### src/rtl/cache_control.sv
// Two-way set-associative cache controller: hit service, dirty-victim writeback and line refill.
// Optional hit/miss performance counters are built when CACHE_PERF_CNT_EN is defined.
module cache_control #(
    parameter int unsigned CNT_W = 32
) (
    input  logic       clk,
    input  logic       rst,
    input  logic       mem_read,
    input  logic       mem_write,
    output logic       mem_resp,
    input  logic       hit1,
    input  logic       hit2,
    input  logic       dirty1,
    input  logic       dirty2,
    input  logic       lru,
    output logic       pmem_read,
    output logic       pmem_write,
    input  logic       pmem_resp,
    output logic [1:0] load_way,
    output logic       wdata_sel,
    output logic       dirty_set,
    output logic       dirty_clr,
    output logic       lru_load,
    output logic       lru_val,
    output logic       pmem_addr_sel
`ifdef CACHE_PERF_CNT_EN
    ,
    output logic [CNT_W-1:0] hit_cnt,
    output logic [CNT_W-1:0] miss_cnt
`endif
);

    typedef enum logic [1:0] {
        StIdle,
        StWriteback,
        StFetch
    } state_e;

    state_e state_q, state_d;
    logic   victim_q, victim_d;
    logic   req, hit;

    assign req = mem_read | mem_write;
    assign hit = hit1 | hit2;

    always_ff @(posedge clk or posedge rst) begin
        if (rst) begin
            state_q  <= StIdle;
            victim_q <= 1'b0;
        end else begin
            state_q  <= state_d;
            victim_q <= victim_d;
        end
    end

    // Outputs are gated by rst so they fall immediately, even with a hit pending on the inputs.
    always_comb begin
        state_d       = state_q;
        victim_d      = victim_q;
        mem_resp      = 1'b0;
        pmem_read     = 1'b0;
        pmem_write    = 1'b0;
        load_way      = 2'b00;
        wdata_sel     = 1'b0;
        dirty_set     = 1'b0;
        dirty_clr     = 1'b0;
        lru_load      = 1'b0;
        lru_val       = 1'b0;
        pmem_addr_sel = 1'b0;
        if (!rst) begin
            unique case (state_q)
                StIdle: begin
                    if (req && hit) begin
                        mem_resp = 1'b1;
                        lru_load = 1'b1;
                        lru_val  = hit1;
                        // A simultaneous read+write strobe is served as a write.
                        if (mem_write) begin
                            load_way  = hit1 ? 2'b01 : 2'b10;
                            dirty_set = 1'b1;
                        end
                    end else if (req) begin
                        victim_d = lru;
                        state_d  = (lru ? dirty2 : dirty1) ? StWriteback : StFetch;
                    end
                end
                StWriteback: begin
                    pmem_write    = 1'b1;
                    pmem_addr_sel = 1'b1;
                    if (pmem_resp) begin
                        dirty_clr = 1'b1;
                        state_d   = StFetch;
                    end
                end
                StFetch: begin
                    pmem_read = 1'b1;
                    if (pmem_resp) begin
                        load_way  = victim_q ? 2'b10 : 2'b01;
                        wdata_sel = 1'b1;
                        state_d   = StIdle;
                    end
                end
                default: state_d = StIdle;
            endcase
        end
    end

`ifdef CACHE_PERF_CNT_EN
    logic [CNT_W-1:0] hit_cnt_q, hit_cnt_d;
    logic [CNT_W-1:0] miss_cnt_q, miss_cnt_d;
    logic             hit_inc, miss_inc;

    assign hit_inc  = (state_q == StIdle) && req && hit;
    assign miss_inc = (state_q == StIdle) && req && !hit;

    always_comb begin
        hit_cnt_d  = hit_cnt_q;
        miss_cnt_d = miss_cnt_q;
        if (hit_inc && (hit_cnt_q != {CNT_W{1'b1}})) begin
            hit_cnt_d = hit_cnt_q + CNT_W'(1);
        end
        if (miss_inc && (miss_cnt_q != {CNT_W{1'b1}})) begin
            miss_cnt_d = miss_cnt_q + CNT_W'(1);
        end
    end

    always_ff @(posedge clk or posedge rst) begin
        if (rst) begin
            hit_cnt_q  <= '0;
            miss_cnt_q <= '0;
        end else begin
            hit_cnt_q  <= hit_cnt_d;
            miss_cnt_q <= miss_cnt_d;
        end
    end

    assign hit_cnt  = hit_cnt_q;
    assign miss_cnt = miss_cnt_q;
`else
    // Counters compiled out; CNT_W stays so instantiations are identical across builds.
    if (CNT_W == 0) begin : g_no_perf_cnt
    end
`endif

endmodule

### config.mk
export PLATFORM = sky130hd
export DESIGN_NAME = cache_control
export DESIGN_NICKNAME = d
export VERILOG_FILES = /design/src/rtl/cache_control.sv
export SDC_FILE = /design/constraint.sdc
export NUM_CORES = 1
export LEC_CHECK = 0
export BUFFER_PORTS_ARGS = -buffer_cell sky130_fd_sc_hd__buf_2
export CAP_MARGIN = 5
export CELL_PAD_IN_SITES_DETAIL_PLACEMENT = 1
export CELL_PAD_IN_SITES_GLOBAL_PLACEMENT = 1
export CORE_MARGIN = 2
export CORE_UTILIZATION = 24
export CTS_BUF_LIST = sky130_fd_sc_hd__clkbuf_4 sky130_fd_sc_hd__clkbuf_8 sky130_fd_sc_hd__clkbuf_16
export CTS_CLUSTER_DIAMETER = 150
export DETAILED_ROUTE_END_ITERATION = 6
export PLACE_DENSITY_LB_ADDON = 0.1
export REMOVE_ABC_BUFFERS = 1
export SYNTH_ARGS = -nofsm -noshare
export SYNTH_HDL_FRONTEND = slang
export SYNTH_SLANG_ARGS = --single-unit
### constraint.sdc
create_clock -name clk -period 1.3 [get_ports clk]
set_input_delay 0.26 -clock clk [delete_from_list [all_inputs] [get_ports clk]]
set_output_delay 0.26 -clock clk [all_outputs]
set_load 0.02 [all_outputs]
## After elaboration in Yosys (flattened, before gate mapping)

Index checks and enable logic that the tools add are counted.

- Register bits: 3
- Latch bits: 0
- RAM bits: 0
- Bits in read-only memories: 0
- Input bits: 10
- Output and inout port bits: 11
- Memories: 0

- $add $sub $neg: 0
- $mul: 0
- Div/mod/pow operators: 0
- Magnitude comparators: 0
- Eq/ne operators: 6
- Shifts and indexed selects: 0
- Multiplexer cells: 33
- Bitwise logic cells: 4
- Reductions and logical operators: 4

Operators by type and width:

| cell | count |
|---|---|
| $mux 2 | 11 |
| $mux 1 | 20 |
| $ne 2x2->1 const B | 4 |
| $pmux 2 s3 | 1 |
| $reduce_and 5->1 | 1 |
| $pmux 2 s2 | 1 |
| $reduce_and 4->1 | 1 |
| $eq 2x1->1 const B | 1 |
| $eq 2x2->1 const B | 1 |
| $logic_not 2->1 | 1 |
| $not 1->1 | 2 |
| $or 1x1->1 | 2 |
| $logic_and 1x1->1 | 1 |

## Logic depth before layout (Yosys ltp)

Gate-level depths: netlist of the first run.

- Depth in word-level cells: 5
- Depth in mapped cells: 4
- Mapped depth without buffers: 3

## Worst setup path after synthesis of the first run

Ideal clock, no wire load.

- Kind: register -> output
- From: register state_q[1]
- To: output port mem_resp
- Data arrival time: 1.502 ns
- Required time: 1.040 ns
- Path slack: -0.462 ns
- Stages on the path, launching flop included: 5
- Path buffers: 2
- Cell sequence: dfrtp_1 > buf_6 > or3_4 > nor3b_2 > buf_4

- Cells in the longest elaborated chain, start to end: 3

RTL lines:

| element | line | text |
|---|---|---|
| from (decl) | 39 | `state_e state_q, state_d;` |
| from (signal assigned) | 48 | `state_q <= StIdle;` |
| from (signal assigned) | 51 | `state_q <= state_d;` |
| $logic_not 2->1 | - |  |
| $mux 1 (2 in a row) | - |  |
| to (decl) | 10 | `output logic mem_resp,` |

No other way between the ends.

## Worst setup path in the final report of the first run

- From: register state_q[1]
- To: output port dirty_clr

- Cells in the longest elaborated chain, start to end: 3

RTL lines:

| element | line | text |
|---|---|---|
| $eq 2x1->1 | 71 | `unique case (state_q)` |
| $mux 1 | 71 |  |
| $mux 1 | 70 | `if (!rst) begin` |
| to (decl) | 22 | `output logic dirty_clr,` |

No other way between the ends.

==> impl_metrics.yaml, run 1 <==
status:
  status: "complete, but fails checks"
  violations: "setup timing"
routing:
  via_per_inst: 4.78
  drtAntennaViolNets: 0
  drt_drc_violations_left: 0
  drt_iter0_drc: 3
  wire_per_inst_um: 13.7
  routed_wirelength_um: 1090
  vias: 382
  firstDrtPassIters: 2
setup_path:
  crit_type: "register to output pin"
  arrival_ns: 1.41
  cp-end-kind: "output pin"
  startpoint_type: "register"
  path_max_fanout: 6
  ff2ff_path_depth: 4
  required_ns: 1.04
timing:
  setup_viol: 11
  min_period_ns: 1.67
  tightest_slew_ns: 0.299
  min_period_over_period_pct: 128
  skew_ns: 0.000696
  relSlewSlack_pct: 80.0
  fmax_mhz: 599
  fin_ws_ns: -0.370
  final.setup.tns_ns: -3.16
  slew_viol_final: 0
  rsz0062_at_grt: "yes"
  hold_violations: 0
placement:
  place_congestion: 0.678
  placed_cells: 71
  pre_cts_ws_ns: -0.243
  postPlaceCellArea_sq_um: 454
  io_buffer_count: 20
  hpwlAfterDp_um: 833
synth:
  seq_area_frac_synth_pct: 22.3
  synth_cell_types: 26
  yosysMostFrequentCell: "nor3b_2"
  yosysWarnings: 0
  avgSynthCellArea_sq_um: 9.35
  synth_edf_count: 0
  synthTopCellsByArea: "dfrtp_1, nor3b_2, buf_4"
  synth_top_flop_cell: "dfrtp_1"
  synthArstFlopShare_pct: 100
  yosys.area.top_type_share_pct: 22.3
  synth_area_leader_cell: "dfrtp_1"
  syn_area_sq_um: 337
  synth.top_cells.by_count: "nor3b_2, dfrtp_1"
  synthCells: 36
  synth-seq-cells: 3
grt:
  grt_pass1_vias: 403
  grt_overflow_total: 0
  grt_pass1_wl_um: 1770
  grt_max_degree: 9
  grt_usage_pct: 13.4
  antenna_found_initial: 0
clock_network:
  cts_made_buffers: 3
  hold_buffers: 0
  cts_buffer_depth: 2
  root_buffer: "clkbuf_4"
  clock_latency_ns: 0.23
  cts_tree: "yes"
  htreeDepth: 1
  clk_pin_slew_worst_paths_ns: 0.04
  clock_sinks: 3
layout:
  diodes: 0
  final_cell_area_sq_um: 597
  final_nets: 76
  postLayoutCoreUtil_pct: 45.9
  fin_cells: 80
  area_growth_pct: 77.3
  n_fill_cell: 163
  layout-drive-gt1-share_pct: 67.7
pwr:
  powerDensity_mw_per_mm2: 1130
  p_leak_nw: 0.295
  ir_drop_v: 0.000509
die:
  initial_core_util_pct: 25.9
  floorplan.rows: 13
  die_h_um: 41.5
  io-pin-count: 21
  core_sq_mm: 0.00130
  die_w_um: 41.5
  die_area_sq_mm: 0.00172
worst_hold_path:
  min-delay-path-class: "input pin to asynchronous set/reset pin"
job:
  drv_cap: 0
[cell type report]
class / count / area, sq um / area share [%]
multi-input combinational: 28 / 256 / 43.0
timing repair buffer: 29 / 213 / 35.6
inverter: 1 / 3.75 / 0.629
clock buffer: 4 / 30.0 / 5.03
tap: 15 / 18.8 / 3.14
sequential: 3 / 75.1 / 12.6
[final timing paths]
path | startpoint | slack [ns] | endpoint
min reg2reg | victim_q$_DFFE_PP0P_ | 0.56 | victim_q$_DFFE_PP0P_
max in group asynchronous | rst | 1.09 | state_q[1]$_DFFE_PP0P_
max reg2reg | state_q[1]$_DFFE_PP0P_ | 0.01 | victim_q$_DFFE_PP0P_
min | rst | 0.08 | state_q[0]$_DFFE_PP0P_
max | state_q[1]$_DFFE_PP0P_ | -0.37 | dirty_clr
min in group clk | lru | 0.29 | victim_q$_DFFE_PP0P_
[critical path, stage by stage, from the launching register on]
cell	delay (ns)
dfrtp_1	0.38
buf_6	0.14
buf_4	0.14
nor3b_4	0.23
and2_4	0.18
buf_6	0.10
[cell families after synthesis]
logic type | count (synthesis) | share of synthesized area (%)
muxes | 2 | 7.43
AOI/OAI and AO/OA | 7 | 15.2
buffers and inverters | 5 | 10.4
DFF | 3 | 22.3
and+or+nand+nor | 19 | 44.6
[flip-flops by register name, summed over array words and instances, names as in the netlist]
register and cells:
victim_q 1, state_q 2
[layout by cell type, fill, tap and decap left out, types with 2 or more instances in the layout]
cell / count
dfrtp_1: 3
nor3b_2: 2
nand3_1: 2
nor3b_4: 2
nand3b_1: 2
buf_2: 11
buf_4: 12
o21ai_1: 2
clkbuf_4: 4
buf_6: 6
[report_power, final]
| group | switching, mW | leakage (nW) | total (mW) | internal (mW) |
|---|---|---|---|---|
| Sequential | 0.0181 | 0.0386 | 0.135 | 0.117 |
| Combinational | 0.163 | 0.238 | 0.355 | 0.192 |
| Clock | 0.0486 | 0.0184 | 0.184 | 0.136 |
[metrics by stage]
| step | hold slack, ns | total power, mW |
|---|---|---|
| finish | 0.0792 | 0.674 |
| global route | 0.0914 | 0.714 |
| detailed placement | 0.313 | 0.395 |
| global placement | 0.306 | 0.384 |
| CTS | 0.0648 | 0.633 |
| floorplan | 0.0136 | 0.288 |
[repair_timing]
item | CTS | global route
gates cloned | 0 | 0
setup buffers | 2 | 3
pin swaps | 4 | 3
setup endpoints to repair | 12 | 13
resized for setup | 10 | 10
[metal layers]
metal / vias to the layer above / wire length, um / GRT usage [%]
li1: 189 / - / -
met1: 180 / 401 / 13.8
met2: 13 / 631 / 25.0
met3: 0 / 60 / 3.48
met4: 0 / 0 / 5.81
met5: - / 0 / 0
Power figures use the tool's default switching activity.
==> inputs of run 2 (changes only) <==
==> constraint.sdc (replaced) <==
create_clock -name clk -period 1.3 [get_ports clk]
set_input_delay 0.26 -clock clk [delete_from_list [all_inputs] [get_ports clk]]
set_output_delay 0.26 -clock clk [all_outputs]
set_load 0.05 [all_outputs]
==> run 2 against run 1 <==
  * The flow still finishes with violations (setup timing)
  * Die area did not move
  * Via count rose by 13%
  * Non-clock buffer count rose by 10
  * Cell count rose by 13%
  * Fmax fell by 5.0%
  * Routed wire length rose by 22%
  * Sequential power barely moved
  * Core utilization rose by 11 points
  * Combinational power rose by 51%
  * Clock skew rose by 0.0060 ns
  * Largest power group unchanged
==> impl_metrics.yaml, run 2 (synthesis results as in run 1) <==
clock_network:
  clk_pin_slew_worst_paths_ns: 0.04
  clock_sinks: 3
  clock_latency_ns: 0.24
  cts_buffer_depth: 2
  hold_buffers: 0
  cts_made_buffers: 3
  htreeDepth: 1
  root_buffer: "clkbuf_4"
  cts_tree: "yes"
timing:
  skew_ns: 0.00672
  min_period_ns: 1.76
  hold_ws_ns: 0.0956
  tightest_slew_ns: 0.292
  hold_violations: 0
  min_period_over_period_pct: 135
  fin_ws_ns: -0.458
  rsz0062_at_grt: "yes"
  fmax_mhz: 569
  slew_viol_final: 0
  setup_viol: 13
  relSlewSlack_pct: 80.5
setup_path:
  crit_buf_inv: 2
  required_ns: 1.04
  r2r_slack_ns: -0.20
  arrival_ns: 1.50
  worstReg2RegEnd: "victim_q$_DFFE_PP0P_"
  r2r-start: "state_q[1]$_DFFE_PP0P_"
  path_max_fanout: 4
  crit_chain: "buf_6 > nor4bb_1 > a31oi_1 > nor3_1 > buf_4"
  cp_top_family: "simple AND/OR/NAND/NOR gates"
  cp-end-kind: "output pin"
  crit_type: "register to output pin"
  ff2ff_path_depth: 7
  cpPeakStageDelay_ns: 0.38
  critPathSlowestCell: "dfrtp_1"
  startpoint_type: "register"
die:
  die_area_sq_mm: 0.00172
  initial_core_util_pct: 25.9
  core_sq_mm: 0.00130
  die_w_um: 41.5
  io-pin-count: 21
  die_h_um: 41.5
  floorplan.rows: 13
layout:
  area_growth_pct: 121
  fin_cells: 90
  most-common-layout-cells: "buf_4, buf_6, buf_2"
  final_common_cell: "buf_4"
  postLayoutCoreUtil_pct: 57.2
  final_nets: 86
  largest-register: "state_q"
  layout-drive-gt1-share_pct: 76.0
  diodes: 0
  largest_register_ff_count: 2
  biggestRegsByFlops: "state_q (2), victim_q (1)"
status:
  status: "complete, but fails checks"
  violations: "setup timing"
routing:
  via_per_inst: 4.80
  firstDrtPassIters: 2
  wire_per_inst_um: 14.9
  drt_drc_violations_left: 0
  drtAntennaViolNets: 0
  drt_iter0_drc: 12
  vias: 432
  routed_wirelength_um: 1340
pwr:
  power_uw: 855
  p_leak_nw: 0.356
  ir_drop_v: 0.000568
  powerDensity_mw_per_mm2: 1150
grt:
  grt_max_degree: 9
  grt_pass1_vias: 472
  grt_overflow_total: 0
  grt_usage_pct: 15.6
  antenna_found_initial: 0
  grt_pass1_wl_um: 2130
placement:
  pre_cts_ws_ns: -0.302
  placed_cells: 78
  place_congestion: 0.689
  io_buffer_count: 20
  hpwlAfterDp_um: 918
worst_hold_path:
  min-delay-path-class: "input pin to asynchronous set/reset pin"
job:
  drv_cap: 0
[run 2: worst max path at each step]
stage / start / endpoint / depth (start not counted)
final: state_q[1]$_DFFE_PP0P_ / load_way[1] / 5
after global placement: state_q[1]$_DFFE_PP0P_ / lru_load / 3
after detailed placement: state_q[1]$_DFFE_PP0P_ / load_way[1] / 5
after floorplan: state_q[1]$_DFFE_PP0P_ / dirty_clr / 2
after global routing: state_q[1]$_DFFE_PP0P_ / load_way[1] / 5
after CTS: state_q[1]$_DFFE_PP0P_ / load_way[1] / 5
[run 2: final cells by class]
| cell class | count | area [sq um] |
|---|---|---|
| inverters | 1 | 3.75 |
| fillers | 157 | 557 |
| repair buffers | 39 | 345 |
| clock buffers | 4 | 30.0 |
| multi-input cells | 28 | 272 |
| flip-flops and latches | 3 | 75.1 |
| well taps | 15 | 18.8 |
[run 2: timing repair]
action                     in CTS  in global routing
pin swaps                       5                  5
resized for setup              27                 13
setup buffers                   5                  3
setup endpoints to repair      12                 13
[run 2: metrics by stage]
step	instance area, sq um	setup TNS (ns)
2_1_floorplan	305	-8.81
3_3_place_gp	507	-1.32
3_5_place_dp	507	-1.72
4_1_cts	667	-4.38
5_1_grt	744	-5.29
6_report	744	-4.39
[run 2: worst register-to-register path, cell delays in order (launching register included)]
cell,delay (ns)
dfrtp_1,0.38
buf_6,0.13
buf_4,0.12
buf_6,0.11
nor3_4,0.12
buf_4,0.13
nand3_2,0.07
mux2_4,0.31
[run 2: layer usage]
metal / part of all wire, % / global-route usage (%)
met1: 36 / 17.7
met2: 57 / 28.4
met3: 5.4 / 3.91
met4: 2.0 / 4.52
met5: 0 / 0
[run 2: power breakdown]
group,internal [mW],switching (mW)
Sequential,0.117,0.0153
Combinational,0.272,0.265
Clock,0.136,0.0506
==> inputs of run 3 (changes only) <==
Settings changed: ABC_AREA set to 1, CORE_UTILIZATION 24 to 22.
==> run 3 against run 2 <==
  * The flow still finishes with violations (setup timing)
  * Hold slack improved by 0.0094 ns
  * Sequential cell count did not move
  * Sequential power increased by 58%
  * Non-clock buffer count is 6 lower
  * Critical path depth up 1
  * Power increased by 62%
  * Largest cell class unchanged
==> impl_metrics.yaml, run 3 <==
status:
  status: "complete, but fails checks"
  violations: "setup timing"
placement:
  placed_cells: 100
  place_congestion: 0.696
  hpwlAfterDp_um: 839
  io_buffer_count: 20
  postPlaceCellArea_sq_um: 494
setup_path:
  worstReg2RegEnd: "state_q[0]$_DFFE_PP0P_"
  cpPeakStageDelay_ns: 0.44
  r2r_slack_ns: 0.06
  cp_top_family: "flip-flops"
  ff2ff_path_depth: 7
  critPathSlowestCell: "dfrtp_2"
  cp-end-kind: "output pin"
  required_ns: 1.04
  crit_chain: "nor2_4 > inv_4 > nor3_2 > nor2_1 > nor2_2 > buf_6"
  r2r-start: "state_q[0]$_DFFE_PP0P_"
  arrival_ns: 1.32
  path_max_fanout: 5
  crit_buf_inv: 2
  crit_type: "register to output pin"
  startpoint_type: "register"
timing:
  slew_viol_final: 0
  min_period_over_period_pct: 122
  fmax_mhz: 631
  hold_violations: 0
  final.setup.tns_ns: -2.25
  min_period_ns: 1.58
  skew_ns: 0.00164
  relSlewSlack_pct: 73.0
  rsz0062_at_grt: "yes"
  tightest_slew_ns: 0.403
  hold_ws_ns: 0.105
  setup_viol: 11
  fin_ws_ns: -0.284
routing:
  routed_wirelength_um: 1100
  drt_iter0_drc: 3
  drt_drc_violations_left: 0
  firstDrtPassIters: 2
  vias: 488
  drtAntennaViolNets: 0
  wire_per_inst_um: 9.95
  via_per_inst: 4.44
worst_hold_path:
  min-delay-path-class: "input pin to asynchronous set/reset pin"
layout:
  area_growth_pct: 104
  fin_cells: 110
  largest-register: "state_q"
  most-common-layout-cells: "nand2_1, buf_4, buf_6"
  layout-drive-gt1-share_pct: 60.6
  largest_register_ff_count: 2
  final_nets: 105
  biggestRegsByFlops: "state_q (2), victim_q (1)"
  diodes: 0
  n_fill_cell: 190
  final_common_cell: "nand2_1"
  final_cell_area_sq_um: 711
pwr:
  power_mw: 1.38
  p_leak_nw: 0.372
  powerDensity_mw_per_mm2: 1950
  ir_drop_v: 0.000713
clock_network:
  clk_pin_slew_worst_paths_ns: 0.04
  root_buffer: "clkbuf_4"
  clock_latency_ns: 0.23
  htreeDepth: 1
  cts_buffer_depth: 2
  hold_buffers: 0
  cts_tree: "yes"
  cts_made_buffers: 3
  clock_sinks: 3
die:
  die_area_sq_mm: 0.00191
  die_w_um: 43.8
  initial_core_util_pct: 23.4
  io-pin-count: 21
  die_h_um: 43.8
  floorplan.rows: 14
  core_sq_mm: 0.00149
job:
  drv_cap: 0
synth:
  synthTopCellsByArea: "dfrtp_1, nand2_1, inv_1"
  syn_area_sq_um: 348
  synthArstFlopShare_pct: 100
  synth_top_flop_cell: "dfrtp_1"
  seq_area_frac_synth_pct: 21.6
  synth.top_cells.by_count: "nand2_1, inv_1, nor2_1"
  avgSynthCellArea_sq_um: 5.80
  yosys.area.top_type_share_pct: 21.6
  yosysWarnings: 0
  synth_edf_count: 0
  yosysMostFrequentCell: "nand2_1"
  synth-seq-cells: 3
  synthCells: 60
  synth_area_leader_cell: "dfrtp_1"
  synth_cell_types: 17
grt:
  grt_pass1_vias: 471
  grt_pass1_wl_um: 1840
  grt_overflow_total: 0
  antenna_found_initial: 0
  grt_max_degree: 8
  grt_usage_pct: 12.7
[run 3: what timing repair did]
item                                    in CTS  in global routing
pin swaps                                    1                  6
buffers inserted                             4                  3
endpoints found under the setup margin      11                 13
gates resized for setup                     22                 21
endpoints found under the hold margin        0                  0
[run 3: worst max-delay path by stage]
stage / slack [ns] / endpoint / start / cells after the start
floorplan: -1.71 / lru_load / state_q[1]$_DFFE_PP0P_ / 3
global placement: -0.16 / load_way[0] / state_q[1]$_DFFE_PP0P_ / 6
detailed placement: -0.15 / lru_load / state_q[1]$_DFFE_PP0P_ / 4
CTS: -0.32 / load_way[0] / state_q[1]$_DFFE_PP0P_ / 6
global route: -0.37 / load_way[0] / state_q[0]$_DFFE_PP0P_ / 8
finish: -0.28 / load_way[0] / state_q[0]$_DFFE_PP0P_ / 6
[run 3: cells by family after synthesis]
group | share of synthesized area, %
AO/OA/AOI/OAI | 5.39
buffers and inverters | 20.5
flip-flops | 21.6
AND/OR/NAND/NOR | 52.5
[run 3: metrics by stage]
step,utilization [%],setup WS (ns)
2_1_floorplan,-,-1.71
4_1_cts,42.1,-0.317
5_1_grt,47.7,-0.373
6_report,47.7,-0.284
3_3_place_gp,33.2,-0.157
3_5_place_dp,33.2,-0.154
[run 3: routing by layer]
metal | GRT usage, % | wire (um)
met1 | 13.9 | 455
met2 | 23.2 | 574
met3 | 3.75 | 64
met4 | 3.64 | 0
met5 | 0 | 0
[run 3: final cells by class]
| type | count | area (sq um) | area share (%) |
|---|---|---|---|
| Timing Repair Buffer | 33 | 270 | 38.0 |
| Multi-Input combinational cell | 42 | 265 | 37.3 |
| Sequential cell | 3 | 77.6 | 10.9 |
| Inverter | 12 | 47.5 | 6.69 |
| Clock buffer | 4 | 30.0 | 4.23 |
| Tap cell | 16 | 20.0 | 2.82 |
[run 3: power by group]
group          internal [mW]  switching (mW)
Combinational          0.436           0.558
Clock                  0.136          0.0451
Sequential             0.141          0.0674
[run 3: worst min-delay path, stage by stage]
cell and delay, ns:
buf_2 0.16, inv_1 0.09, buf_4 0.14
